<file path="src/rtl/md_pkg.sv">
// Shared constants, state encoding and op-classification helpers for the
// iterative RV32M multiply/divide unit.
package md_pkg;

    localparam logic [2:0] MD_MUL    = 3'b000;
    localparam logic [2:0] MD_MULH   = 3'b001;
    localparam logic [2:0] MD_MULHSU = 3'b010;
    localparam logic [2:0] MD_MULHU  = 3'b011;
    localparam logic [2:0] MD_DIV    = 3'b100;
    localparam logic [2:0] MD_DIVU   = 3'b101;
    localparam logic [2:0] MD_REM    = 3'b110;
    localparam logic [2:0] MD_REMU   = 3'b111;

    typedef enum logic [1:0] {
        IDLE = 2'd0,
        CALC = 2'd1,
        DONE = 2'd2
    } md_state_t;

    // Plain-vector aliases so the state register can stay a legacy logic vector.
    localparam logic [1:0] ST_IDLE = IDLE;
    localparam logic [1:0] ST_CALC = CALC;
    localparam logic [1:0] ST_DONE = DONE;

    function automatic logic is_div(input logic [2:0] op);
        return op[2];
    endfunction

    function automatic logic is_signed_a(input logic [2:0] op);
        return (op == MD_MULH) || (op == MD_MULHSU) || (op == MD_DIV) || (op == MD_REM);
    endfunction

    function automatic logic is_signed_b(input logic [2:0] op);
        return (op == MD_MULH) || (op == MD_DIV) || (op == MD_REM);
    endfunction

endpackage

</file>
<file path="src/rtl/md_sign_prep.sv">
// Operand magnitude / sign-flag generation on the way in, and sign fix-up plus
// result selection on the way out of the iterative datapath.
module md_sign_prep
    import md_pkg::*;
#(
    parameter int XLEN = 32
) (
    input  logic [2:0]        op,
    input  logic [XLEN-1:0]   op_a,
    input  logic [XLEN-1:0]   op_b,
    output logic [XLEN-1:0]   mag_a,
    output logic [XLEN-1:0]   mag_b,
    output logic              res_neg,
    output logic              rem_neg,
    input  logic [2:0]        fix_op,
    input  logic              fix_res_neg,
    input  logic              fix_rem_neg,
    input  logic [2*XLEN-1:0] acc,
    output logic [XLEN-1:0]   fix_result
);

    logic              neg_a;
    logic              neg_b;
    logic [2*XLEN-1:0] prod_fix;
    logic [XLEN-1:0]   quot_fix;
    logic [XLEN-1:0]   rem_fix;

    assign neg_a   = is_signed_a(op) & op_a[XLEN-1];
    assign neg_b   = is_signed_b(op) & op_b[XLEN-1];
    assign mag_a   = neg_a ? -op_a : op_a;
    assign mag_b   = neg_b ? -op_b : op_b;
    assign res_neg = neg_a ^ neg_b;
    assign rem_neg = neg_a;

    // The whole double-width product is negated before the high half is taken,
    // otherwise the borrow out of the low half would be lost.
    assign prod_fix = fix_res_neg ? -acc : acc;
    assign quot_fix = fix_res_neg ? -acc[XLEN-1:0] : acc[XLEN-1:0];
    assign rem_fix  = fix_rem_neg ? -acc[2*XLEN-1:XLEN] : acc[2*XLEN-1:XLEN];

    always_comb begin
        fix_result = acc[XLEN-1:0];
        case (fix_op)
            MD_MUL:                       fix_result = acc[XLEN-1:0];
            MD_MULH, MD_MULHSU, MD_MULHU: fix_result = prod_fix[2*XLEN-1:XLEN];
            MD_DIV, MD_DIVU:              fix_result = quot_fix;
            MD_REM, MD_REMU:              fix_result = rem_fix;
            default:                      fix_result = acc[XLEN-1:0];
        endcase
    end

endmodule

</file>
<file path="src/rtl/muldiv_unit.sv">
// Iterative RV32M multiply/divide unit: radix-2 shift-add multiply and
// restoring divide sharing one double-width accumulator, one bit per cycle.
module muldiv_unit
    import md_pkg::*;
#(
    parameter int XLEN  = 32,
    parameter int CNT_W = $clog2(XLEN) + 1
) (
    input  logic            clk,
    input  logic            rst_n,
    input  logic            flush,
    input  logic            in_valid,
    output logic            in_ready,
    input  logic [2:0]      op,
    input  logic [XLEN-1:0] op_a,
    input  logic [XLEN-1:0] op_b,
    output logic            out_valid,
    input  logic            out_ready,
    output logic [XLEN-1:0] result
);

    localparam logic [XLEN-1:0] MIN_INT = {1'b1, {(XLEN-1){1'b0}}};

    logic [1:0]        state_reg,   state_next;
    logic [2:0]        op_reg,      op_next;
    logic              neg_reg,     neg_next;
    logic              neg_rem_reg, neg_rem_next;
    logic [CNT_W-1:0]  cnt_reg,     cnt_next;
    logic [2*XLEN-1:0] acc_reg,     acc_next;
    logic [XLEN-1:0]   b_reg,       b_next;
    logic [XLEN-1:0]   result_reg,  result_next;

    logic [XLEN-1:0]   mag_a;
    logic [XLEN-1:0]   mag_b;
    logic              prep_neg;
    logic              prep_rem_neg;
    logic [XLEN-1:0]   fix_result;

    logic              div_zero;
    logic              overflow;
    logic              special;
    logic [XLEN-1:0]   special_result;

    logic [XLEN:0]     mul_sum;
    logic [2*XLEN-1:0] mul_step;
    logic [XLEN:0]     div_trial;
    logic [2*XLEN-1:0] div_step;
    logic [2*XLEN-1:0] acc_step;
    logic              last_iter;

    md_sign_prep #(
        .XLEN (XLEN)
    ) u_sign_prep (
        .op          (op),
        .op_a        (op_a),
        .op_b        (op_b),
        .mag_a       (mag_a),
        .mag_b       (mag_b),
        .res_neg     (prep_neg),
        .rem_neg     (prep_rem_neg),
        .fix_op      (op_reg),
        .fix_res_neg (neg_reg),
        .fix_rem_neg (neg_rem_reg),
        .acc         (acc_step),
        .fix_result  (fix_result)
    );

    // Divide-by-zero and signed overflow are resolved straight from the ports.
    assign div_zero = (op_b == '0);
    assign overflow = ((op == MD_DIV) || (op == MD_REM)) && (op_a == MIN_INT) && (op_b == '1);
    assign special  = is_div(op) && (div_zero || overflow);

    always_comb begin
        special_result = '0;
        if (div_zero) begin
            special_result = ((op == MD_DIV) || (op == MD_DIVU)) ? '1 : op_a;
        end else if (overflow) begin
            special_result = (op == MD_DIV) ? MIN_INT : '0;
        end
    end

    // Multiply: conditional add into the high half, then shift the pair right.
    assign mul_sum  = {1'b0, acc_reg[2*XLEN-1:XLEN]} + {1'b0, b_reg};
    assign mul_step = acc_reg[0] ? {mul_sum, acc_reg[XLEN-1:1]}
                                 : {1'b0, acc_reg[2*XLEN-1:1]};

    // Divide: {remainder, dividend} shifts left; a borrow means restore.
    assign div_trial = acc_reg[2*XLEN-1:XLEN-1] - {1'b0, b_reg};
    assign div_step  = div_trial[XLEN] ? {acc_reg[2*XLEN-2:0], 1'b0}
                                       : {div_trial[XLEN-1:0], acc_reg[XLEN-2:0], 1'b1};

    assign acc_step  = is_div(op_reg) ? div_step : mul_step;
    assign last_iter = (cnt_reg == CNT_W'(XLEN - 1));

    always_comb begin
        state_next   = state_reg;
        op_next      = op_reg;
        neg_next     = neg_reg;
        neg_rem_next = neg_rem_reg;
        cnt_next     = cnt_reg;
        acc_next     = acc_reg;
        b_next       = b_reg;
        result_next  = result_reg;
        if (flush) begin
            state_next = ST_IDLE;
            cnt_next   = '0;
        end else begin
            case (state_reg)
                ST_IDLE: begin
                    if (in_valid) begin
                        op_next      = op;
                        neg_next     = prep_neg;
                        neg_rem_next = prep_rem_neg;
                        cnt_next     = '0;
                        acc_next     = {{XLEN{1'b0}}, mag_a};
                        b_next       = mag_b;
                        if (special) begin
                            state_next  = ST_DONE;
                            result_next = special_result;
                        end else begin
                            state_next  = ST_CALC;
                        end
                    end
                end
                ST_CALC: begin
                    acc_next = acc_step;
                    cnt_next = cnt_reg + CNT_W'(1);
                    if (last_iter) begin
                        state_next  = ST_DONE;
                        cnt_next    = '0;
                        result_next = fix_result;
                    end
                end
                ST_DONE: begin
                    if (out_ready) begin
                        state_next = ST_IDLE;
                    end
                end
                default: state_next = ST_IDLE;
            endcase
        end
    end

    always_ff @(posedge clk or negedge rst_n) begin
        if (!rst_n) begin
            state_reg   <= ST_IDLE;
            op_reg      <= '0;
            neg_reg     <= 1'b0;
            neg_rem_reg <= 1'b0;
            cnt_reg     <= '0;
            acc_reg     <= '0;
            b_reg       <= '0;
            result_reg  <= '0;
        end else begin
            state_reg   <= state_next;
            op_reg      <= op_next;
            neg_reg     <= neg_next;
            neg_rem_reg <= neg_rem_next;
            cnt_reg     <= cnt_next;
            acc_reg     <= acc_next;
            b_reg       <= b_next;
            result_reg  <= result_next;
        end
    end

    assign in_ready  = (state_reg == ST_IDLE);
    assign out_valid = (state_reg == ST_DONE);
    assign result    = result_reg;

endmodule

</file>
<file path="config.mk">
export PLATFORM = sky130hd
export DESIGN_NAME = muldiv_unit
export DESIGN_NICKNAME = d
export VERILOG_FILES = /design/src/rtl/md_pkg.sv /design/src/rtl/md_sign_prep.sv /design/src/rtl/muldiv_unit.sv
export SDC_FILE = /design/constraint.sdc
export NUM_CORES = 1
export LEC_CHECK = 0
export CORE_ASPECT_RATIO = 1.5
export CORE_MARGIN = 3
export CORE_UTILIZATION = 40
export CTS_BUF_LIST = sky130_fd_sc_hd__clkbuf_8 sky130_fd_sc_hd__clkbuf_16
export CTS_CLUSTER_DIAMETER = 150
export CTS_CLUSTER_SIZE = 16
export DETAILED_ROUTE_END_ITERATION = 7
export PLACE_DENSITY_LB_ADDON = 0.2
export SETUP_SLACK_MARGIN = 0.3
export SLEW_MARGIN = 20
export SYNTH_ARGS = -nofsm -noshare
export SYNTH_HDL_FRONTEND = slang
export SYNTH_SLANG_ARGS = --single-unit
export TNS_END_PERCENT = 1
</file>
<file path="constraint.sdc">
create_clock -name clk -period 7.6 [get_ports clk]
set_input_delay 1.14 -clock clk [delete_from_list [all_inputs] [get_ports clk]]
set_output_delay 1.14 -clock clk [all_outputs]
set_load 0.01 [all_outputs]
</file>
=== Word-level counts from Yosys, hierarchy flattened ===
Cells that the tools add are included.

* Reduce and logical (&&, ||, !) cells: 24
* Divide/modulo/power cells: 0
* Bitwise gates (word level): 4
* $add $sub $neg: 8
* Magnitude comparators: 0
* Equality and inequality tests: 23
* Muxes and demuxes: 29
* Shift-type cells: 0
* Multipliers: 0

{| class="wikitable"
|+ Operators by type and width
! cell !! number
|-
| 32-bit two-way mux || 11
|-
| 64-bit two-way mux || 5
|-
| 32-bit negator || 4
|-
| 32-bit one-hot mux with 4 select lines || 1
|-
| 64-bit one-hot mux with 2 select lines || 1
|-
| 32-bit == test (second input constant) || 2
|-
| 64-bit negator || 1
|-
| 32-bit one-hot mux with 2 select lines || 1
|-
| 32-bit by 32-bit adder with 33-bit output || 1
|-
| 33-bit by 32-bit subtractor with 33-bit output || 1
|-
| 32-bit logical NOT || 1
|-
| 3-bit == test (second input constant) || 7
|-
| 6-bit two-way mux || 3
|-
| 6-bit one-hot mux with 2 select lines || 1
|-
| 2-bit two-way mux || 5
|-
| 3-bit by 2-bit == test with 1-bit output (second input constant) || 3
|-
| 3-bit AND reduction || 3
|-
| 1-bit logical OR || 8
|-
| 6-bit by 1-bit adder with 6-bit output (second input constant) || 1
|-
| 3-bit by 1-bit == test with 1-bit output (second input constant) || 2
|-
| 6-bit by 5-bit == test with 1-bit output (second input constant) || 1
|-
| 3-bit inequality test (second input constant) || 2
|-
| 2-bit one-hot mux with 3 select lines || 1
|-
| 5-bit AND reduction || 1
|-
| 16 further kinds || 21
|}

* Logic and storage cells: 96
* Bits of input ports: 72
* Memory bits (writable): 0
* Flip-flop bits (word level): 141
* Bits in latches: 0
* Output and inout bits: 34
* Memories kept: 0
* Memory bits (read-only): 0

=== Logic depth before layout (Yosys ltp) ===
* Depth in word-level cells: 10
* Gate-level depth with buffers: 26
* Mapped depth without buffers: 22

=== By module ===
Synthesis repeated with hierarchy kept, for this count alone.

* Cells, all modules: 2135
* Area total of the unflattened synthesis: 15708.8 µm²

{| class="wikitable"
|+ Modules (own cells, without submodules)
! module !! cells each !! times used !! seq. area each (µm²) !! area an instance (µm²)
|-
| muldiv_unit || 1388 || 1 || 3528.4 || 11093.1
|-
| md_sign_prep || 747 || 1 || 0.0 || 4615.7
|}

=== Worst setup path before layout ===
Ideal clock, no wire load.

* Kind: reg2reg
* Start point: reg acc_reg[31]
* End point: reg result_reg[16] (netlist: result[16])
* Stages on the path, launching flop included: 26
* Required time: 7533 ps
* Period minus slack after synthesis: 5451 ps
* Buffers on the path: 4
* Path slack: 2149 ps
* Library setup time: 67 ps
* Arrival time: 5383 ps
* Cells stage by stage: dfrtp_1 -> inv_1 -> ha_1 -> inv_1 -> fa_1 -> a211oi_2 -> o211ai_2 -> a31oi_4 -> a211oi_2 -> o211a_1 -> buf_6 -> buf_6 -> buf_2 -> buf_1 -> a21oi_1 -> ha_1 -> and3_1 -> nand3_1 -> or4_1 -> nor4_1 -> nand4b_1 -> nor4_1 -> nor2_1 -> xnor2_1 -> a2111oi_0 -> a311o_1

* Cells in the longest elaborated chain, start to end: 8
* Elaborated cells between the ends (all ways): 13
* Those cells by class: add/sub (4); mux (9)

{| class="wikitable"
|+ RTL lines
! item !! RTL line !! RTL
|-
| from (decl) || muldiv_unit.sv:29 || <nowiki>logic [2*XLEN-1:0] acc_reg, acc_next;</nowiki>
|-
| from (signal assigned) || muldiv_unit.sv:160 || <nowiki>acc_reg <= acc_next;</nowiki>
|-
| 33-bit by 32-bit subtractor with 33-bit output || muldiv_unit.sv:88 || <nowiki>assign div_trial = acc_reg[2*XLEN-1:XLEN-1] - {1'b0, b_reg};</nowiki>
|-
| 64-bit two-way mux || muldiv_unit.sv:89 || <nowiki>assign div_step = div_trial[XLEN] ? {acc_reg[2*XLEN-2:0], 1'b0}</nowiki>
|-
| 64-bit two-way mux * || muldiv_unit.sv:92 || <nowiki>assign acc_step = is_div(op_reg) ? div_step : mul_step;</nowiki>
|-
| 64-bit negator, or another cell as far along || md_sign_prep.sv:37 || <nowiki>assign prod_fix = fix_res_neg ? -acc : acc;</nowiki>
|-
| 64-bit two-way mux, or another cell as far along || md_sign_prep.sv:37 ||
|-
| 32-bit one-hot mux with 4 select lines * || md_sign_prep.sv:43 || <nowiki>case (fix_op)</nowiki>
|-
| 32-bit two-way mux * || muldiv_unit.sv:128 || <nowiki>if (last_iter) begin</nowiki>
|-
| 32-bit one-hot mux with 2 select lines * || muldiv_unit.sv:108 || <nowiki>case (state_reg)</nowiki>
|-
| to (signal assigned) || muldiv_unit.sv:162 || <nowiki>result_reg <= result_next;</nowiki>
|-
| to (decl) || muldiv_unit.sv:31 || <nowiki>logic [XLEN-1:0] result_reg, result_next;</nowiki>
|}

Every way passes the cells marked *; elsewhere a longest branch is shown, timed or not. The select of a mux whose other input is x is not followed.
A chain may end at the register's enable or synchronous reset.

=== Worst setup path in the final report ===
Ends and elaborated chain as after synthesis.

==> summary.md <==
| Metric | Value |
|---|---|
| Status | completed |
| P per Cell Area | 346 mW/mm2 |
| Synthesis-stage register bit count | 141 |
| # setup viols final | 0 |
| Total Power | 6.38 mW |
| Synthesized area per cell | 7.19 um2 |
| Setup TNS | 0 ns |
| Hold buffers post-CTS | 0 |
| Worst hold path type | reg -> reg |
| Type of origin of the critical path | register |
| CP max FO | 14 |
| Vias per cell | 6.48 |
| Area of the multi-input gates | 0.0120 mm2 |
| Slew Limit Fails | 0 |
| Via Count | 18255 |
| Synth Instances | 2276 |
| CP arrival | 6.77 ns |
| Critical path buffers and inverters | 2 |
| Core area | 0.0403 mm2 |
| Num Clock Sinks | 141 |
| Slowest stage cell, crit path | a21oi_1 |
| Crit path required time | 7.99 ns |
| FFs w/ async S/R, synth | 1.00 |
| Gpl congestion | 1.10 |
| DRT iter0 DRCs | 1680 |
| Total track usage | 0.328 |
| TritonCTS buffer count | 17 |
| Number of max-cap violations | 0 |
| Row cnt | 90 |
| Worst vdd ir | 0.000175 V |
| Post-Place Setup Slack | 1.34 ns |
| Die height | 254 um |
| Hold Violations, Final | 0 |
| Register area | 0.00353 mm2 |
| Unrepaired setup endpoints after global routing | no |
| TritonCTS clock tree | built |
| Layout area overhead | 12.4% |
| Wire length per cell | 25.6 um |
| Post CTS Setup Buffer Count | 0 |
| Yosys warning total | 0 |
| Finished Layout Cells | 2818 |
| DP Wirelength | 54800 um |
| Top_reg_cell synth | dfrtp_1 |
| Post-Syn Area | 0.0164 mm2 |
| Worst-Skew Late Latency | 0.46 ns |
| Root buffer cell | clkbuf_16 |
| PostCTS Resize Cnt | 0 |
| Port Buffer Count | 105 |
| Crit path capture type | register |
| Die ar. | 0.0434 mm2 |
| DR WL met2 | 34300 um |
| Wl on met1 | 26400 um |
| Max_slew headroom | 0.251 |
| Final Cycle Share | 0.839 |
| Final nets | 2443 |
| Count of cell types in the netlist | 96 |
| Placed Area | 0.0178 mm2 |
| Clock transition at the registers of the reported paths | 0.08 ns |
| Setup CP Type | reg -> reg |
| DRT Pass-1 Iters | 6 |
| Largest net degree at the start of global routing | 131 |
| Largest register FFs | 64 |
| Uppermost layer routed | met4 |
| Initial antenna violation count | 0 |
| Syn Nets | 2420 |
| H-tree levels | 4 |
| Setup ws final | 1.22 ns |
| Final WL | 72100 um |
| CP cell instances | inv_1 -> ha_1 -> inv_1 -> fa_1 -> a211oi_2 -> o211ai_2 -> a31oi_4 -> a211oi_2 -> o211a_1 -> a21oi_1 -> ha_1 -> and3_1 -> nand3_1 -> or4_1 -> nor4_1 -> nand4b_1 -> nor4_1 -> nor2_1 -> xnor2_1 -> a2111oi_0 -> a311o_1 |
| First-pass GRT wire length | 109000 um |
| Sequential element share of the synthesized area | 0.215 |
| Dpl cells | 2786 |
| Finished Core Util | 0.457 |
| P_leak | 7.21 nW |
| Metal3 WL | 4240 um |
| CTS Buffer Depth | 2 |
| Post-detailed-route count of antenna-violating nets | 0 |
| Worst-Margin Slew | 1.12 ns |
| Vias in the first global route | 17804 |
| Total grt overflow | 0 |
| Share of layout cells above drive strength 1 | 0.0576 |
| Initial Util | 0.406 |
| Fillers | 4175 |
| CP peak stage delay | 0.47 ns |
| Final hold slack | 0.485 ns |
| Post-route cell area | 0.0184 mm2 |
| Number of synthesized flops with an enable pin | 0 |
| Fmax | 157 MHz |
| DIE WIDTH | 171 um |
| DRC | 0 |
| Tmin final | 6.38 ns |
| IO Count | 106 |
| Clk_skew | 0.0144 ns |
| Family with the most delay on the worst path | compound AO/OA/AOI/OAI gates |
-- path summary, 6_finish.rpt --
| path | from | to | slack [ns] | depth (start not counted) |
|---|---|---|---|---|
| setup reg to reg | acc_reg[31]$_DFFE_PN0P_ | result[16]$_DFFE_PN0P_ | 1.22 | 21 |
| hold / removal | cnt_reg[5]$_DFFE_PN0P_ | cnt_reg[5]$_DFFE_PN0P_ | 0.49 | 1 |
| setup / recovery | acc_reg[31]$_DFFE_PN0P_ | result[16]$_DFFE_PN0P_ | 1.22 | 21 |
| min in group asynchronous | rst_n | acc_reg[7]$_DFFE_PN0P_ | 0.83 | 1 |
| max in group asynchronous | rst_n | op_reg[2]$_DFFE_PN0P_ | 5.34 | 2 |
| hold reg to reg | cnt_reg[5]$_DFFE_PN0P_ | cnt_reg[5]$_DFFE_PN0P_ | 0.49 | 1 |
-- routing by layer --
metal,GRT usage,vias up
li1,-,8433
met1,0.370,8712
met2,0.546,837
met3,0.0454,273
met4,0.273,0
met5,0,-
-- cells by family after synthesis --
family,after synthesis,share of synthesized area
adder cells (fa/ha/maj),72,0.0559
AND/OR/NAND/NOR,855,0.250
XOR/XNOR,153,0.0818
flip-flops,141,0.215
buffers and inverters,205,0.0505
multiplexers,67,0.0423
AO/OA/AOI/OAI,783,0.304
-- layout by cell type, fill, tap and decap left out, drive strengths merged, types with 12 or more instances in the layout --
cell type / synthesis / routed
a22o: 21 / 21
inv: 72 / 78
xnor2: 94 / 94
and3: 16 / 16
o21ai: 211 / 211
o211ai: 31 / 31
nand2b: 26 / 26
a31oi: 35 / 35
xor2: 59 / 59
or4: 20 / 20
or3: 29 / 29
a311oi: 12 / 12
mux2i: 49 / 49
clkbuf: 96 / 17
and2: 17 / 17
ha: 70 / 70
nor2b: 18 / 18
mux2: 18 / 18
dfrtp: 141 / 141
nand4: 24 / 24
or2: 15 / 15
nand2: 244 / 244
a211oi: 25 / 25
nor2: 266 / 266
a21oi: 255 / 255
o22ai: 13 / 13
buf: 35 / 31
o41ai: 13 / 13
nor3: 73 / 73
clkdlybuf4s50: 0 / 104
o221ai: 13 / 13
nand3: 46 / 46
o31ai: 20 / 20
nor4: 22 / 22
a21o: 17 / 17
-- report_power, final --
part	total, mW	internal, mW	leakage [nW]	switching [mW]
clock network	0.937	0.529	0.301	0.408
logic	4.13	1.48	5.14	2.65
registers	1.31	0.965	1.77	0.349
-- synthesized netlist by cell type (13+ instances only) --
cell	n	area [um2]
nor2_1	265	995
a21oi_1	251	1260
nand2_1	244	916
o21ai_0	205	1030
dfrtp_1	141	3530
clkbuf_1	95	357
xnor2_1	94	823
inv_1	72	270
nor3_1	71	355
ha_1	70	876
xor2_1	59	517
mux2i_1	49	490
nand3_1	46	230
a31oi_1	34	213
o211ai_1	30	225
or3_1	29	181
nand2b_1	26	163
nand4_1	23	144
a211oi_1	22	165
a22o_1	21	184
o31ai_1	20	150
nor4_1	19	119
mux2_2	18	203
nor2b_1	18	113
a21o_1	17	128
and2_1	16	100
and3_1	16	100
or4_1	16	120
buf_1	15	56.3
buf_2	15	75.1
o221ai_1	13	114
o22ai_1	13	81.3
o41ai_1	13	114
-- final cells by class --
class                           count  share of cell area
Inverter                           74              0.0151
Sequential cell                   141               0.192
Clock buffer                       17              0.0231
Antenna cell                        1            0.000136
Timing Repair Buffer              135              0.0701
Clock inverter                     14              0.0109
Tap cell                          506              0.0344
Multi-Input combinational cell   1930               0.654
Power figures use the tool's default switching activity.
